[config.mk]
export PLATFORM = sky130hd
export DESIGN_NAME = utopia1_atm_rx
export DESIGN_NICKNAME = d
export VERILOG_FILES = /design/src/rtl/utopia_pkg.sv /design/src/rtl/utopia_cell_fifo.sv /design/src/rtl/utopia1_atm_rx.sv
export SDC_FILE = /design/constraint.sdc
export NUM_CORES = 2
export LEC_CHECK = 0
export ABC_AREA = 1
export ABC_CLOCK_PERIOD_IN_PS = 79400
export CORE_ASPECT_RATIO = 1.5
export CORE_MARGIN = 1
export CORE_UTILIZATION = 36
export DETAILED_ROUTE_END_ITERATION = 10
export GPL_TIMING_DRIVEN = 1
export SLEW_MARGIN = 10
export SYNTH_ARGS = -nofsm -noshare
export SYNTH_HDL_FRONTEND = slang
export SYNTH_HIERARCHICAL = 1
export SYNTH_SLANG_ARGS = --single-unit
[constraint.sdc]
create_clock -name clk -period 79.4 [get_ports clk]
set_input_delay 15.88 -clock clk [delete_from_list [all_inputs] [get_ports clk]]
set_output_delay 15.88 -clock clk [all_outputs]
set_load 0.01 [all_outputs]
[src/rtl/utopia_pkg.sv]
// Shared types and constants for the UTOPIA level-1 receive path: the cell layout,
// the receive FSM encoding and the HEC CRC-8 step used when header checking is built in.
package utopia_pkg;

  localparam int CELL_BYTES    = 53;
  localparam int HDR_BYTES     = 5;
  localparam int PAYLOAD_BYTES = 48;
  localparam int CELL_W        = 424;

  localparam logic [7:0] HEC_POLY  = 8'h07;
  localparam logic [7:0] HEC_COSET = 8'h55;

  typedef enum logic [1:0] {
    RX_IDLE,
    RX_HDR,
    RX_PAYLOAD,
    RX_COMMIT
  } rx_state_e;

  // Payload byte k occupies bits [8k+7:8k] of the payload field.
  typedef struct packed {
    logic [3:0]                    gfc;
    logic [7:0]                    vpi;
    logic [15:0]                   vci;
    logic                          clp;
    logic [2:0]                    pt;
    logic [7:0]                    hec;
    logic [PAYLOAD_BYTES-1:0][7:0] payload;
  } cell_t;

  typedef struct packed {
    rx_state_e  state;
    logic [5:0] cnt;
  } rx_ctl_t;

  function automatic logic [7:0] hec_crc_step(input logic [7:0] crc, input logic [7:0] b);
    logic [7:0] c;
    c = crc ^ b;
    for (int i = 0; i < 8; i++) begin
      c = c[7] ? ((c << 1) ^ HEC_POLY) : (c << 1);
    end
    return c;
  endfunction

endpackage

[src/rtl/utopia_cell_fifo.sv]
// First-word-fall-through cell FIFO; the head entry is held in an output register so
// rd_data comes straight from a flop. A write into a full FIFO is taken only alongside a pop.
module utopia_cell_fifo #(
  parameter int WIDTH = 424,
  parameter int DEPTH = 4
) (
  input  logic                   clk,
  input  logic                   rst,
  input  logic                   wr_en,
  input  logic [WIDTH-1:0]       wr_data,
  input  logic                   rd_ready,
  output logic [WIDTH-1:0]       rd_data,
  output logic                   empty,
  output logic                   full,
  output logic [$clog2(DEPTH):0] occupancy
);

  localparam int AW = $clog2(DEPTH);
  localparam int CW = AW + 1;
  localparam logic [CW-1:0] FULL_CNT = CW'(DEPTH);

  logic [WIDTH-1:0] mem_q [DEPTH];
  logic [AW-1:0]    wr_ptr_q, wr_ptr_d;
  logic [AW-1:0]    rd_ptr_q, rd_ptr_d;
  logic [CW-1:0]    count_q, count_d;
  logic [WIDTH-1:0] head_q, head_d;
  logic             push, pop;

  assign empty     = (count_q == '0);
  assign full      = (count_q == FULL_CNT);
  assign occupancy = count_q;
  assign rd_data   = head_q;

  always_comb begin
    pop      = rd_ready && !empty;
    push     = wr_en && (!full || pop);
    wr_ptr_d = wr_ptr_q + AW'(push);
    rd_ptr_d = rd_ptr_q + AW'(pop);
    count_d  = count_q + CW'(push) - CW'(pop);
    head_d   = head_q;
    // The new head is either an older stored entry or the cell being written this cycle.
    if (count_d != '0) begin
      if (push && (wr_ptr_q == rd_ptr_d)) begin
        head_d = wr_data;
      end else begin
        head_d = mem_q[rd_ptr_d];
      end
    end
  end

  always_ff @(posedge clk) begin
    if (rst) begin
      wr_ptr_q <= '0;
      rd_ptr_q <= '0;
      count_q  <= '0;
      head_q   <= '0;
    end else begin
      wr_ptr_q <= wr_ptr_d;
      rd_ptr_q <= rd_ptr_d;
      count_q  <= count_d;
      head_q   <= head_d;
    end
  end

  always_ff @(posedge clk) begin
    if (push) begin
      mem_q[wr_ptr_q] <= wr_data;
    end
  end

endmodule

[src/rtl/utopia1_atm_rx.sv]
// UTOPIA level-1 ATM receiver: reassembles 53-byte cells from the link into a cell FIFO.
// Define UTOPIA_RX_HEC_CHECK_EN to drop cells whose HEC byte fails the CRC-8 check.
module utopia1_atm_rx #(
  parameter int CELL_DEPTH = 4
) (
  input  logic         clk,
  input  logic         rst,
  input  logic         soc,
  input  logic [7:0]   data,
  input  logic         en,
  output logic         clav,
  output logic         rx_valid,
  input  logic         rx_ready,
  output logic [3:0]   uni_GFC,
  output logic [7:0]   uni_VPI,
  output logic [15:0]  uni_VCI,
  output logic         uni_CLP,
  output logic [2:0]   uni_PT,
  output logic [7:0]   uni_HEC,
  output logic [383:0] uni_Payload,
  output logic         fifo_full,
  output logic         runt_err,
  output logic         hec_err
);

  import utopia_pkg::*;

  localparam int OW = $clog2(CELL_DEPTH) + 1;
  localparam logic [OW-1:0] OCC_FULL = OW'(CELL_DEPTH);

  // Handshake: a cell transfers on every rising edge where rx_valid && rx_ready; while
  // rx_valid && !rx_ready the uni_* outputs hold, and rx_valid never drops without a transfer.
  rx_ctl_t           ctl_q, ctl_d;
  cell_t             stage_q, stage_d;
  cell_t             b0_cell, rd_cell;
  logic              clav_q, clav_d;
  logic              runt_q, runt_d;
  logic              start, pop, wr_ok, wr_en;
  logic              fifo_empty, fifo_full_int;
  logic [OW-1:0]     fifo_occ;
  logic [CELL_W-1:0] rd_data;

`ifdef UTOPIA_RX_HEC_CHECK_EN
  logic [7:0] crc_q, crc_d;
  logic       hec_q, hec_d;
`endif

  assign pop   = rx_ready && !fifo_empty;
  assign wr_ok = !fifo_full_int || pop;

  always_comb begin
    b0_cell     = '0;
    b0_cell.gfc = data[7:4];
    b0_cell.vpi = {data[3:0], 4'h0};
  end

  always_comb begin
    ctl_d   = ctl_q;
    stage_d = stage_q;
`ifdef UTOPIA_RX_HEC_CHECK_EN
    crc_d   = crc_q;
    hec_d   = 1'b0;
`endif
    // A new cell can begin anywhere except in a COMMIT that cannot write yet.
    start  = en && soc && ((ctl_q.state != RX_COMMIT) || wr_ok);
    runt_d = en && soc && ((ctl_q.state == RX_HDR) || (ctl_q.state == RX_PAYLOAD));
    wr_en  = (ctl_q.state == RX_COMMIT) && wr_ok;

    case (ctl_q.state)
      RX_HDR: begin
        if (en && !soc) begin
          case (ctl_q.cnt[2:0])
            3'd1: begin
              stage_d.vpi[3:0]   = data[7:4];
              stage_d.vci[15:12] = data[3:0];
            end
            3'd2: stage_d.vci[11:4] = data;
            3'd3: begin
              stage_d.vci[3:0] = data[7:4];
              stage_d.clp      = data[3];
              stage_d.pt       = data[2:0];
            end
            default: stage_d.hec = data;
          endcase
          if (ctl_q.cnt == 6'd4) begin
            ctl_d = '{state: RX_PAYLOAD, cnt: 6'd0};
`ifdef UTOPIA_RX_HEC_CHECK_EN
            if (data != (crc_q ^ HEC_COSET)) begin
              ctl_d = '{state: RX_IDLE, cnt: 6'd0};
              hec_d = 1'b1;
            end
`endif
          end else begin
            ctl_d.cnt = ctl_q.cnt + 6'd1;
`ifdef UTOPIA_RX_HEC_CHECK_EN
            crc_d = hec_crc_step(crc_q, data);
`endif
          end
        end
      end
      RX_PAYLOAD: begin
        if (en && !soc) begin
          stage_d.payload[ctl_q.cnt] = data;
          if (ctl_q.cnt == 6'(PAYLOAD_BYTES - 1)) begin
            ctl_d = '{state: RX_COMMIT, cnt: 6'd0};
          end else begin
            ctl_d.cnt = ctl_q.cnt + 6'd1;
          end
        end
      end
      RX_COMMIT: begin
        if (wr_ok) begin
          ctl_d = '{state: RX_IDLE, cnt: 6'd0};
        end
      end
      default: ;
    endcase

    if (start) begin
      stage_d = b0_cell;
      ctl_d   = '{state: RX_HDR, cnt: 6'd1};
`ifdef UTOPIA_RX_HEC_CHECK_EN
      crc_d   = hec_crc_step(8'h00, data);
`endif
    end

    clav_d = !(fifo_full_int || (ctl_d.state == RX_COMMIT));
  end

  always_ff @(posedge clk) begin
    if (rst) begin
      ctl_q   <= '{state: RX_IDLE, cnt: 6'd0};
      stage_q <= '0;
      clav_q  <= 1'b0;
      runt_q  <= 1'b0;
`ifdef UTOPIA_RX_HEC_CHECK_EN
      crc_q   <= 8'h00;
      hec_q   <= 1'b0;
`endif
    end else begin
      ctl_q   <= ctl_d;
      stage_q <= stage_d;
      clav_q  <= clav_d;
      runt_q  <= runt_d;
`ifdef UTOPIA_RX_HEC_CHECK_EN
      crc_q   <= crc_d;
      hec_q   <= hec_d;
`endif
    end
  end

  utopia_cell_fifo #(
    .WIDTH (CELL_W),
    .DEPTH (CELL_DEPTH)
  ) u_fifo (
    .clk       (clk),
    .rst       (rst),
    .wr_en     (wr_en),
    .wr_data   (stage_q),
    .rd_ready  (rx_ready),
    .rd_data   (rd_data),
    .empty     (fifo_empty),
    .full      (fifo_full_int),
    .occupancy (fifo_occ)
  );

  assign rd_cell     = cell_t'(rd_data);
  assign rx_valid    = !fifo_empty;
  assign fifo_full   = (fifo_occ == OCC_FULL);
  assign clav        = clav_q;
  assign runt_err    = runt_q;
  assign uni_GFC     = rd_cell.gfc;
  assign uni_VPI     = rd_cell.vpi;
  assign uni_VCI     = rd_cell.vci;
  assign uni_CLP     = rd_cell.clp;
  assign uni_PT      = rd_cell.pt;
  assign uni_HEC     = rd_cell.hec;
  assign uni_Payload = rd_cell.payload;

`ifdef UTOPIA_RX_HEC_CHECK_EN
  assign hec_err = hec_q;
`else
  assign hec_err = 1'b0;
`endif

endmodule

==> impl_metrics.json <==
{
  "maxCapViolCount": 0,
  "ys_ff_latch": 2561,
  "die_y_um": 660,
  "cts_resized": 0,
  "async_reset_ff_share_pct": 0,
  "swShare_pct": 41.5,
  "slew_headroom_pct": 12.2,
  "reg2reg_from": "u_fifo/occupancy[2]$_SDFF_PP0_",
  "drt_iter0_drc": 5760,
  "overflow": 0,
  "die_area_um2": 291000,
  "postLayoutCellArea_um2": 119000,
  "power.leakage_nw": 49.0,
  "r2r_end": "u_fifo/rd_data[274]$_SDFFE_PP0P_",
  "seqCellArea_um2": 68200,
  "clock-sinks": 2561,
  "wire_per_inst_um": 19.7,
  "tightest_slew_ns": 1.32,
  "cts_made_buffers": 244,
  "timing.fmax_mhz": 46.5,
  "fin_skew_ns": 0.0422,
  "numPortBuffers": 440,
  "grt_max_degree": 194,
  "cts_hold_buf": 0,
  "drc": 0,
  "wirelength_um": 301000,
  "final_cell_mix": "nand2_1, edfxtp_1, nor2_1",
  "netSwitchingPower_mw": 2.10,
  "area_growth_pct": 14.5,
  "seqPwrFrac_pct": 31.7,
  "syn-num-nets": 11200,
  "yosys_warnings": 6,
  "period_needed_ns": 21.51,
  "placed_cell_area_um2": 111000,
  "place_congestion": 0.752,
  "coreArea_um2": 287000,
  "netlist_area_um2": 104000,
  "fin_setup_tns_ns": 0,
  "core.rowCount": 241,
  "grt_usage_pct": 20.1,
  "wl_met3_um": 15600,
  "hp-class": "reg -> reg",
  "cp-start-kind": "input pin",
  "slew_violations": 0,
  "required_ns": 80.25,
  "antenna_found_initial": 8,
  "min_period_over_period_pct": 27.1,
  "crit_start": "rx_ready",
  "p_comb_share_pct": 44.4,
  "htree_levels": 4,
  "cts_root_buffer": "clkbuf_16",
  "top_layer": "met5",
  "syn-instance-count": 11200,
  "grt_pass1_vias": 70400,
  "crit_type": "in -> reg",
  "outcome": "complete, no violations",
  "synth.avg_cell_area_um2": 9.30,
  "clkTransAtPathRegs_ns": 0.07,
  "r2r_setup_slack_ns": 72.55,
  "fillers": 27700,
  "final_common_cell": "nand2_1",
  "multi_input_area_um2": 30600,
  "clk_latency_ns": 0.91,
  "powerDensity_nw_per_um2": 42.5,
  "ios": 442,
  "ys.flop_type": "edfxtp_1",
  "fp.dieW_um": 441,
  "cts_tree": "done",
  "post_cts_buffers": 0,
  "dr.pass1.iters": 6,
  "rsz0062_at_grt": "false",
  "num_vias": 75200,
  "setup_violations": 0,
  "final_nets": 11300,
  "ant_nets": 0,
  "grt_pass1_wl_um": 447000,
  "drive_above_1_share_pct": 4.92,
  "r2r_cells": 19,
  "ys_types": 38,
  "worstPathMaxFanout": 190,
  "clock_path_buffers": 4,
  "p_int_mw": 2.96,
  "detailed_place_hpwl_um": 154000,
  "p_clk_share_pct": 23.9,
  "arrival_ns": 22.36,
  "wl_met2_um": 148000,
  "worst_setup_path_end_kind": "flop",
  "synth_edf_count": 1696,
  "peakVddDrop_mv": 0.0931,
  "met1Wirelength_um": 128000,
  "crit_end": "u_fifo/rd_data[211]$_SDFFE_PP0P_",
  "ys_seq_area_share_pct": 65.6,
  "finalHoldViolations": 0,
  "start_util_pct": 36.2,
  "via_per_inst": 4.93
}
-- state kept, by name (all words and copies together) (netlist names) --
name,flops
u_fifo/mem_q,1696
stage_q,424
u_fifo/rd_data,424
ctl_q,8
u_fifo/occupancy,3
u_fifo/rd_ptr_q,2
u_fifo/wr_ptr_q,2
clav,1
runt_err,1
-- through the flow --
step           instances  setup WS (ns)  power [mW]  util (%)  hold slack (ns)
2_1_floorplan      11200          32.88        3.16         -            0.477
3_3_place_gp       14800          57.06        3.87      38.6            0.503
3_5_place_dp       14800          57.00        3.89      38.6            0.504
4_1_cts            15200          57.97        5.11      41.4            0.501
5_1_grt            15200          57.54        5.44      41.4            0.526
6_report           15200          57.89        5.06      41.4            0.507
-- worst min-delay path by stage --
stage,slack [ns],end,cells after the start,start
floorplan,0.48,u_fifo/mem_q[0][0]$_DFFE_PP_,0,stage_q[0]$_SDFFE_PP0P_
global placement,0.50,u_fifo/mem_q[0][413]$_DFFE_PP_,0,stage_q[413]$_SDFFE_PP0P_
detailed placement,0.50,u_fifo/mem_q[3][169]$_DFFE_PP_,0,stage_q[169]$_SDFFE_PP0P_
CTS,0.50,u_fifo/mem_q[2][165]$_DFFE_PP_,0,stage_q[165]$_SDFFE_PP0P_
global route,0.53,u_fifo/mem_q[2][68]$_DFFE_PP_,0,stage_q[68]$_SDFFE_PP0P_
finish,0.51,u_fifo/mem_q[3][69]$_DFFE_PP_,0,stage_q[69]$_SDFFE_PP0P_
-- logic make-up after synthesis --
family                     Yosys count  synth area share (%)
xor gates and xnor gates             4                0.0337
DFF                               2561                  65.6
adders and majority gates           13                 0.164
and+or+nand+nor                   6127                  22.9
AOI/OAI and AO/OA                 1275                  6.16
other                                1               0.00360
buffers and inverters             1205                  5.11
-- worst max-delay path, stage by stage --
cell and delay [ns]:
clkdlybuf4s50_1 0.47, inv_1 0.07, nor2_1 0.22, ha_4 0.71, buf_12 0.69, buf_4 0.81, buf_4 0.82, buf_4 0.79
buf_4 0.79, nand2_1 0.12, nand2_1 0.10, nand2_1 0.05, nand2_1 0.09, o21ai_0 0.08, nand3_1 0.11, nand2_1 0.07
inv_1 0.05
-- metal layers --
metal	up-vias	track usage [%]
li1	36400	-
met1	36200	26.2
met2	2201	34.4
met3	440	2.15
met4	2	6.82
met5	-	0
-- layout make-up --
| class | count | share of cell area (%) |
|---|---|---|
| multi-input combinational | 7420 | 25.7 |
| antenna | 2 | 0.00420 |
| clock inverter | 111 | 1.12 |
| timing repair buffer | 545 | 4.51 |
| inverter | 498 | 1.61 |
| tap | 3766 | 3.96 |
| sequential | 2561 | 57.3 |
| clock buffer | 341 | 5.85 |
-- power groups by stage --
stage,Sequential [mW],Combinational (mW),Clock (mW)
after global placement,1.64,2.23,0
after CTS,1.61,2.26,1.23
after global routing,1.61,2.55,1.28
after detailed placement,1.64,2.25,0
final,1.60,2.25,1.21
after floorplan,1.64,1.52,0
-- Yosys cell counts, types with 5 or more instances --
master	instances	share of area, %
buf_1	34	0.12
o21ai_1	139	0.67
nor3_1	6	0.029
edfxtp_1	1696	49
dfxtp_1	865	17
nand2_1	4740	17
nand2_2	5	0.030
clkinv_1	8	0.029
nand3_1	446	2.1
buf_4	75	0.54
o21ai_0	699	3.4
a21oi_1	426	2.0
nor2_2	8	0.048
inv_2	18	0.065
ha_1	12	0.14
nor2_1	885	3.2
clkbuf_1	209	0.75
nor2_4	23	0.25
buf_2	384	1.8
inv_1	471	1.7
a211oi_1	9	0.065
No activity file was read; power rests on OpenSTA's default activity.
